[config.mk]
export PLATFORM = sky130hd
export DESIGN_NAME = rr_mux_arb
export DESIGN_NICKNAME = d
export VERILOG_FILES = /design/src/rtl/rr_mux_pkg.sv /design/src/rtl/rr_mux_arbiter.sv /design/src/rtl/rr_mux_arb.sv
export SDC_FILE = /design/constraint.sdc
export NUM_CORES = 1
export LEC_CHECK = 0
export ABC_CLOCK_PERIOD_IN_PS = 3100
export CORE_MARGIN = 2
export CORE_UTILIZATION = 37
export DETAILED_ROUTE_END_ITERATION = 7
export GPL_TIMING_DRIVEN = 0
export MAX_ROUTING_LAYER = met4
export PLACE_DENSITY = 0.79
export SLEW_MARGIN = 20
export SYNTH_ARGS = -nofsm -noshare
export SYNTH_HDL_FRONTEND = slang
export SYNTH_SLANG_ARGS = --single-unit
[constraint.sdc]
create_clock -name clk_i -period 3.1 [get_ports clk_i]
set_clock_uncertainty 0.15 [all_clocks]
set_input_delay 0.775 -clock clk_i [delete_from_list [all_inputs] [get_ports clk_i]]
set_output_delay 0.775 -clock clk_i [all_outputs]
set_load 0.01 [all_outputs]
[src/rtl/rr_mux_pkg.sv]
// rtl/rr_mux_pkg.sv - shared constants and width helpers for the rr_mux_arb mux/arbiter
// Purpose: arbitration mode encodings and select-index width derivation.
// Contents: MODE_FIXED, MODE_RR, clog2(), sel_width() = max(1, clog2(n)).
package rr_mux_pkg;

   localparam int MODE_FIXED = 0;
   localparam int MODE_RR    = 1;

   function automatic int clog2(input int n);
      int r;
      r = 0;
      while ((1 << r) < n) r++;
      return r;
   endfunction

   // A single channel still needs a 1-bit index port.
   function automatic int sel_width(input int n);
      return (clog2(n) < 1) ? 1 : clog2(n);
   endfunction

endpackage

[src/rtl/rr_mux_arbiter.sv]
// rtl/rr_mux_arbiter.sv - combinational fixed-priority / round-robin grant with packet lock
// Purpose: pick one requester from req and return it one-hot plus encoded.
// Ports:
//   req      in   NUM_CH  request vector
//   ptr      in   SELW    last round-robin winner; search starts at ptr+1
//   locked   in   1       restrict grant to lock_ch
//   lock_ch  in   SELW    channel the arbiter is locked to
//   grant    out  NUM_CH  one-hot grant, zero when nothing eligible
//   idx      out  SELW    encoded grant index (0 when no grant)
module rr_mux_arbiter
   import rr_mux_pkg::*;
#(
   parameter int NUM_CH = 4,
   parameter int MODE   = MODE_RR,
   parameter int SELW   = sel_width(NUM_CH)
) (
   input  logic [NUM_CH-1:0] req,
   input  logic [SELW-1:0]   ptr,
   input  logic              locked,
   input  logic [SELW-1:0]   lock_ch,
   output logic [NUM_CH-1:0] grant,
   output logic [SELW-1:0]   idx
);

   always_comb begin
      grant = '0;
      idx   = '0;
      if (locked) begin
         for (int k = 0; k < NUM_CH; k++) begin
            if ((int'(lock_ch) == k) && req[k]) begin
               grant[k] = 1'b1;
               idx      = SELW'(k);
            end
         end
      end else if (MODE == MODE_FIXED) begin
         // Scan downwards so the lowest requesting index is the last write.
         for (int k = NUM_CH - 1; k >= 0; k--) begin
            if (req[k]) begin
               grant    = '0;
               grant[k] = 1'b1;
               idx      = SELW'(k);
            end
         end
      end else begin
         // Offset i=1 (channel ptr+1) is highest priority, so scan offsets downwards.
         for (int i = NUM_CH; i >= 1; i--) begin
            if (req[(int'(ptr) + i) % NUM_CH]) begin
               grant = '0;
               grant[(int'(ptr) + i) % NUM_CH] = 1'b1;
               idx   = SELW'((int'(ptr) + i) % NUM_CH);
            end
         end
      end
   end

endmodule

[src/rtl/rr_mux_arb.sv]
// rtl/rr_mux_arb.sv - N-to-1 registered mux with valid/ready handshake and built-in arbitration
// Purpose: arbitrate NUM_CH requesters and register the winner into a one-entry output stage.
// Optional feature: define RR_MUX_LOCK_EN to add last_i and packet locking.
// Ports:
//   clk_i    in   1             clock
//   rst_i    in   1             synchronous reset, active-high
//   valid_i  in   NUM_CH        per-channel request
//   data_i   in   NUM_CH*WIDTH  channel k at [k*WIDTH +: WIDTH]
//   last_i   in   NUM_CH        end-of-packet per channel (RR_MUX_LOCK_EN only)
//   ready_o  out  NUM_CH        per-channel accept, one-hot or zero
//   valid_o  out  1             output entry valid
//   data_o   out  WIDTH         output data
//   sel_o    out  SELW          channel index held in output stage
//   ready_i  in   1             sink accept
module rr_mux_arb
   import rr_mux_pkg::*;
#(
   parameter  int WIDTH  = 32,
   parameter  int NUM_CH = 4,
   parameter  int MODE   = MODE_RR,
   localparam int SELW   = sel_width(NUM_CH)
) (
   input  logic                    clk_i,
   input  logic                    rst_i,
   input  logic [NUM_CH-1:0]       valid_i,
   input  logic [NUM_CH*WIDTH-1:0] data_i,
`ifdef RR_MUX_LOCK_EN
   input  logic [NUM_CH-1:0]       last_i,
`endif
   output logic [NUM_CH-1:0]       ready_o,
   output logic                    valid_o,
   output logic [WIDTH-1:0]        data_o,
   output logic [SELW-1:0]         sel_o,
   input  logic                    ready_i
);

   logic              load;
   logic              xfer;
   logic              ptr_upd;
   logic [NUM_CH-1:0] grant;
   logic [SELW-1:0]   idx;
   logic [SELW-1:0]   ptr_q;
   logic              locked_q;
   logic [SELW-1:0]   lock_ch_q;
   logic [WIDTH-1:0]  data_sel;

   rr_mux_arbiter #(
      .NUM_CH (NUM_CH),
      .MODE   (MODE),
      .SELW   (SELW)
   ) u_arbiter (
      .req     (valid_i),
      .ptr     (ptr_q),
      .locked  (locked_q),
      .lock_ch (lock_ch_q),
      .grant   (grant),
      .idx     (idx)
   );

   // Output stage can take a beat when empty or draining this cycle.
   assign load = !valid_o || ready_i;

   always_comb begin
      ready_o = '0;
      if (!rst_i && load) ready_o = grant;
   end

   assign xfer = |(valid_i & ready_o);

   always_comb begin
      data_sel = '0;
      for (int k = 0; k < NUM_CH; k++) begin
         if (int'(idx) == k) data_sel = data_i[k*WIDTH +: WIDTH];
      end
   end

`ifdef RR_MUX_LOCK_EN
   // ready_o is one-hot, so this picks last_i of the transferring channel.
   assign ptr_upd = |(ready_o & last_i);

   always_ff @(posedge clk_i) begin
      if (rst_i) begin
         locked_q  <= 1'b0;
         lock_ch_q <= '0;
      end else if (xfer) begin
         locked_q  <= !ptr_upd;
         lock_ch_q <= idx;
      end
   end
`else
   assign ptr_upd   = 1'b1;
   assign locked_q  = 1'b0;
   assign lock_ch_q = '0;
`endif

   always_ff @(posedge clk_i) begin
      if (rst_i) begin
         valid_o <= 1'b0;
         data_o  <= '0;
         sel_o   <= '0;
         ptr_q   <= SELW'(NUM_CH - 1);
      end else if (load) begin
         valid_o <= xfer;
         if (xfer) begin
            data_o <= data_sel;
            sel_o  <= idx;
            if ((MODE == MODE_RR) && ptr_upd) ptr_q <= idx;
         end
      end
   end

endmodule

==> results of run 1 <==
==> worst max-delay path, delay by kind of cell <==
family / cells / cell delay, ns
AOI/OAI and AO/OA: 3 / 0.64
muxes: 1 / 0.49
buffers and inverters: 3 / 0.41
==> flip-flops by register name (all words and copies together) (netlist names) <==
register  flops
data_o       32
ptr_q         2
sel_o         2
valid_o       1
==> power groups by stage <==
stage	clock [mW]	combinational (mW)	sequential, mW
6_report	0.347	4.09	0.840
4_1_cts	0.343	3.57	0.838
5_1_grt	0.365	4.34	0.867
2_1_floorplan	0	2.07	0.923
3_3_place_gp	0	3.25	0.846
3_5_place_dp	0	3.31	0.853
==> routing by layer <==
metal | vias to the layer above | wire length, µm | part of all wire (%)
met4 | 0 | 359 | 2.6
met5 | - | 0 | 0
met1 | 2025 | 5630 | 41
met3 | 32 | 852 | 6.2
li1 | 1943 | - | -
met2 | 208 | 6890 | 50
==> per-stage QoR <==
step / total power, mW / utilization, % / setup TNS [ns]
6_report: 5.27 / 65.6 / -1.53
3_3_place_gp: 4.10 / 59.6 / -23.54
3_5_place_dp: 4.16 / 59.6 / -25.58
2_1_floorplan: 2.99 / - / 0
5_1_grt: 5.57 / 65.6 / -4.96
4_1_cts: 4.75 / 63.1 / -0.215
==> final timing paths <==
| path | startpoint | to | slack [ns] | depth (start not counted) |
|---|---|---|---|---|
| max | valid_i[0] | ready_o[1] | -0.14 | 7 |
| min | data_o[26] | data_o[26] | 0.33 | 2 |
| max reg2reg | ptr_q[1] | sel_o[1] | -0.06 | 14 |
| min reg2reg | data_o[26] | data_o[26] | 0.33 | 2 |
==> area by class of cell <==
class / count / area, µm²
clock inverters: 2 / 10.0
clock buffers: 6 / 72.6
multi-input cells: 308 / 2380
plain buffers: 49 / 310
fillers: 734 / 2990
well taps: 108 / 135
repair buffers: 204 / 2000
flip-flops and latches: 37 / 748
inverters: 6 / 35.0
==> cell families after synthesis <==
group                    count (synthesis)  share of synthesized area (%)
buffers and inverters                   56                           8.92
adder cells (fa/ha/maj)                  7                           2.65
flip-flops                              37                           22.4
AND/OR/NAND/NOR                        156                           25.0
multiplexers                            48                           15.6
AO/OA/AOI/OAI                           97                           25.5
==> repair_timing <==
action                                  in CTS  in global routing
endpoints found under the setup margin      41                 39
gates cloned                                 0                  4
setup buffers                               20                  8
pin swaps                                   14                 11
resized for setup                           59                 34
==> cell usage in the layout (no fill, tap or decap), drive strengths merged, types with 8 or more instances in the layout <==
master,Yosys,layout
mux2i,38,38
clkbuf,32,41
nand3,32,32
dfxtp,37,37
clkdlybuf4s50,0,164
buf,18,54
a221oi,32,32
o21ai,8,8
nand2,40,40
and3,32,32
mux2,8,8
a311o,32,32
nand2b,34,34
==> results_dict.tcl, run 1 <==
set metrics [dict create \
    synthCells 401 \
    cts_buffers 5 \
    power.leakage_nw 2.40 \
    synth_fp_nets 543 \
    hold_viol_final 0 \
    grt_pass1_wl_um 20900 \
    drtPass1Iterations 5 \
    cp.arrival_ns 2.31 \
    p_per_area_nw_per_um2 927 \
    synth_warnings 0 \
    p_sw_mw 2.28 \
    drc 0 \
    setup_viol 39 \
    areaGrowthSynthToFinish_pct 72.0 \
    synth_top_cell_area_share_pct 22.4 \
    status "finished, violations left" \
    rsz0062_at_grt "yes" \
    max_freq_mhz 309 \
    synth_top_area_cell "dfxtp_1" \
    die_area_um2 9720 \
    place_ws_ns -0.838 \
    postPlaceCellArea_um2 5180 \
    netlist_top_cells_count "nand2_1 (40), mux2i_1 (38), dfxtp_1 (37), nand2b_1 (34)" \
    dp.cells 681 \
    path_clk_slew_ns 0.08 \
    max_slew.worst_pin.slew_ns 0.598 \
    num_rows 34 \
    setup_ws_ns -0.135 \
    clk_latency_ns 0.30 \
    postCtsHoldBufs 0 \
    relSlewSlack_pct 60.1 \
    instances_no_fill 720 \
    use_met3_pct 4.40 \
    cpMaxStageDelayCell "mux4_2" \
    synth-async-reset-ratio_pct 0 \
    pwr-share-comb_pct 77.5 \
    viasPerCell 5.84 \
    cp_slowest_stage_delay_ns 0.49 \
    path_class "in -> out" \
    clockRootBuffer "clkbuf_8" \
    die_h_um 98.6 \
    drtIter0Drc 214 \
    crit_required_ns 2.17 \
    p_int_mw 2.99 \
    grt_use_met2_pct 45.3 \
    cp_common_cell "buf_2" \
    violations "negative setup slack" \
    wl_per_cell_um 19.1 \
    fin_hold_ws_ns 0.331 \
    worstPathMaxFanout 7 \
    clk_path_buf_depth 2 \
    ant_nets 0 \
    synth_flop_cell "dfxtp_1" \
    drv_cap 0 \
    postSynthAreaPerCell_um2 8.25 \
    period_share_pct 104 \
    portBuffers 172 \
    use_met1_pct 32.4 \
    cts.sinks 37 \
    htreeDepth 2 \
    synthesis.area_um2 3310 \
    ys_ff_latch 37 \
    slew_viol_final 0 \
    synth-edff-count 0 \
    finalNetCount 753 \
    crit_path_cell_trace "buf_2, buf_6, mux4_2, a21o_1, a311oi_2, a21oi_2, buf_2" \
    pwr-share-clk_pct 6.6 \
    yosysMostFrequentCell "nand2_1" \
    synthTopCellsByArea "dfxtp_1 (22%), mux2i_1 (11%), a311o_1 (9.7%)" \
    coreArea_um2 8680 \
    die_w_um 98.6 \
    cp-end-kind "output pin" \
    busiest_layer "met2" \
    grt_pass1_vias 4339 \
    hold_path_class "reg -> reg" \
    vdd_ir_drop_max_v 0.000442 \
    post-route-min-period_ns 3.24 \
    gp_congestion 1.02 \
    post-dp-hpwl_um 9790 \
    track_usage_pct 27.1 \
    antenna_found_initial 0 \
    p_seq_share_pct 15.9 \
    grt_max_degree 12 \
    final_area_um2 5690 \
    vias 4208 \
    antenna_cells 0 \
    p_sw_share_pct 43.2 \
    ios 174 \
    seq_area_frac_synth_pct 22.4 \
    start_kind "input port" \
    tritoncts "done" \
    wirelength_um 13700 \
    synthDistinctLibCells 42 \
    initial_core_util_pct 38.1 \
    grt_overflow_total 0 \
    drive_gt1_share_pct 15.8 \
]
No activity file was read; power rests on OpenSTA's default activity.
==> run 2, diff against run 1 <==
Settings changed: CTS_CLUSTER_DIAMETER set to 40.
==> results of run 2 <==
No change in the layout: final DEF, timing and power equal those of run 1.
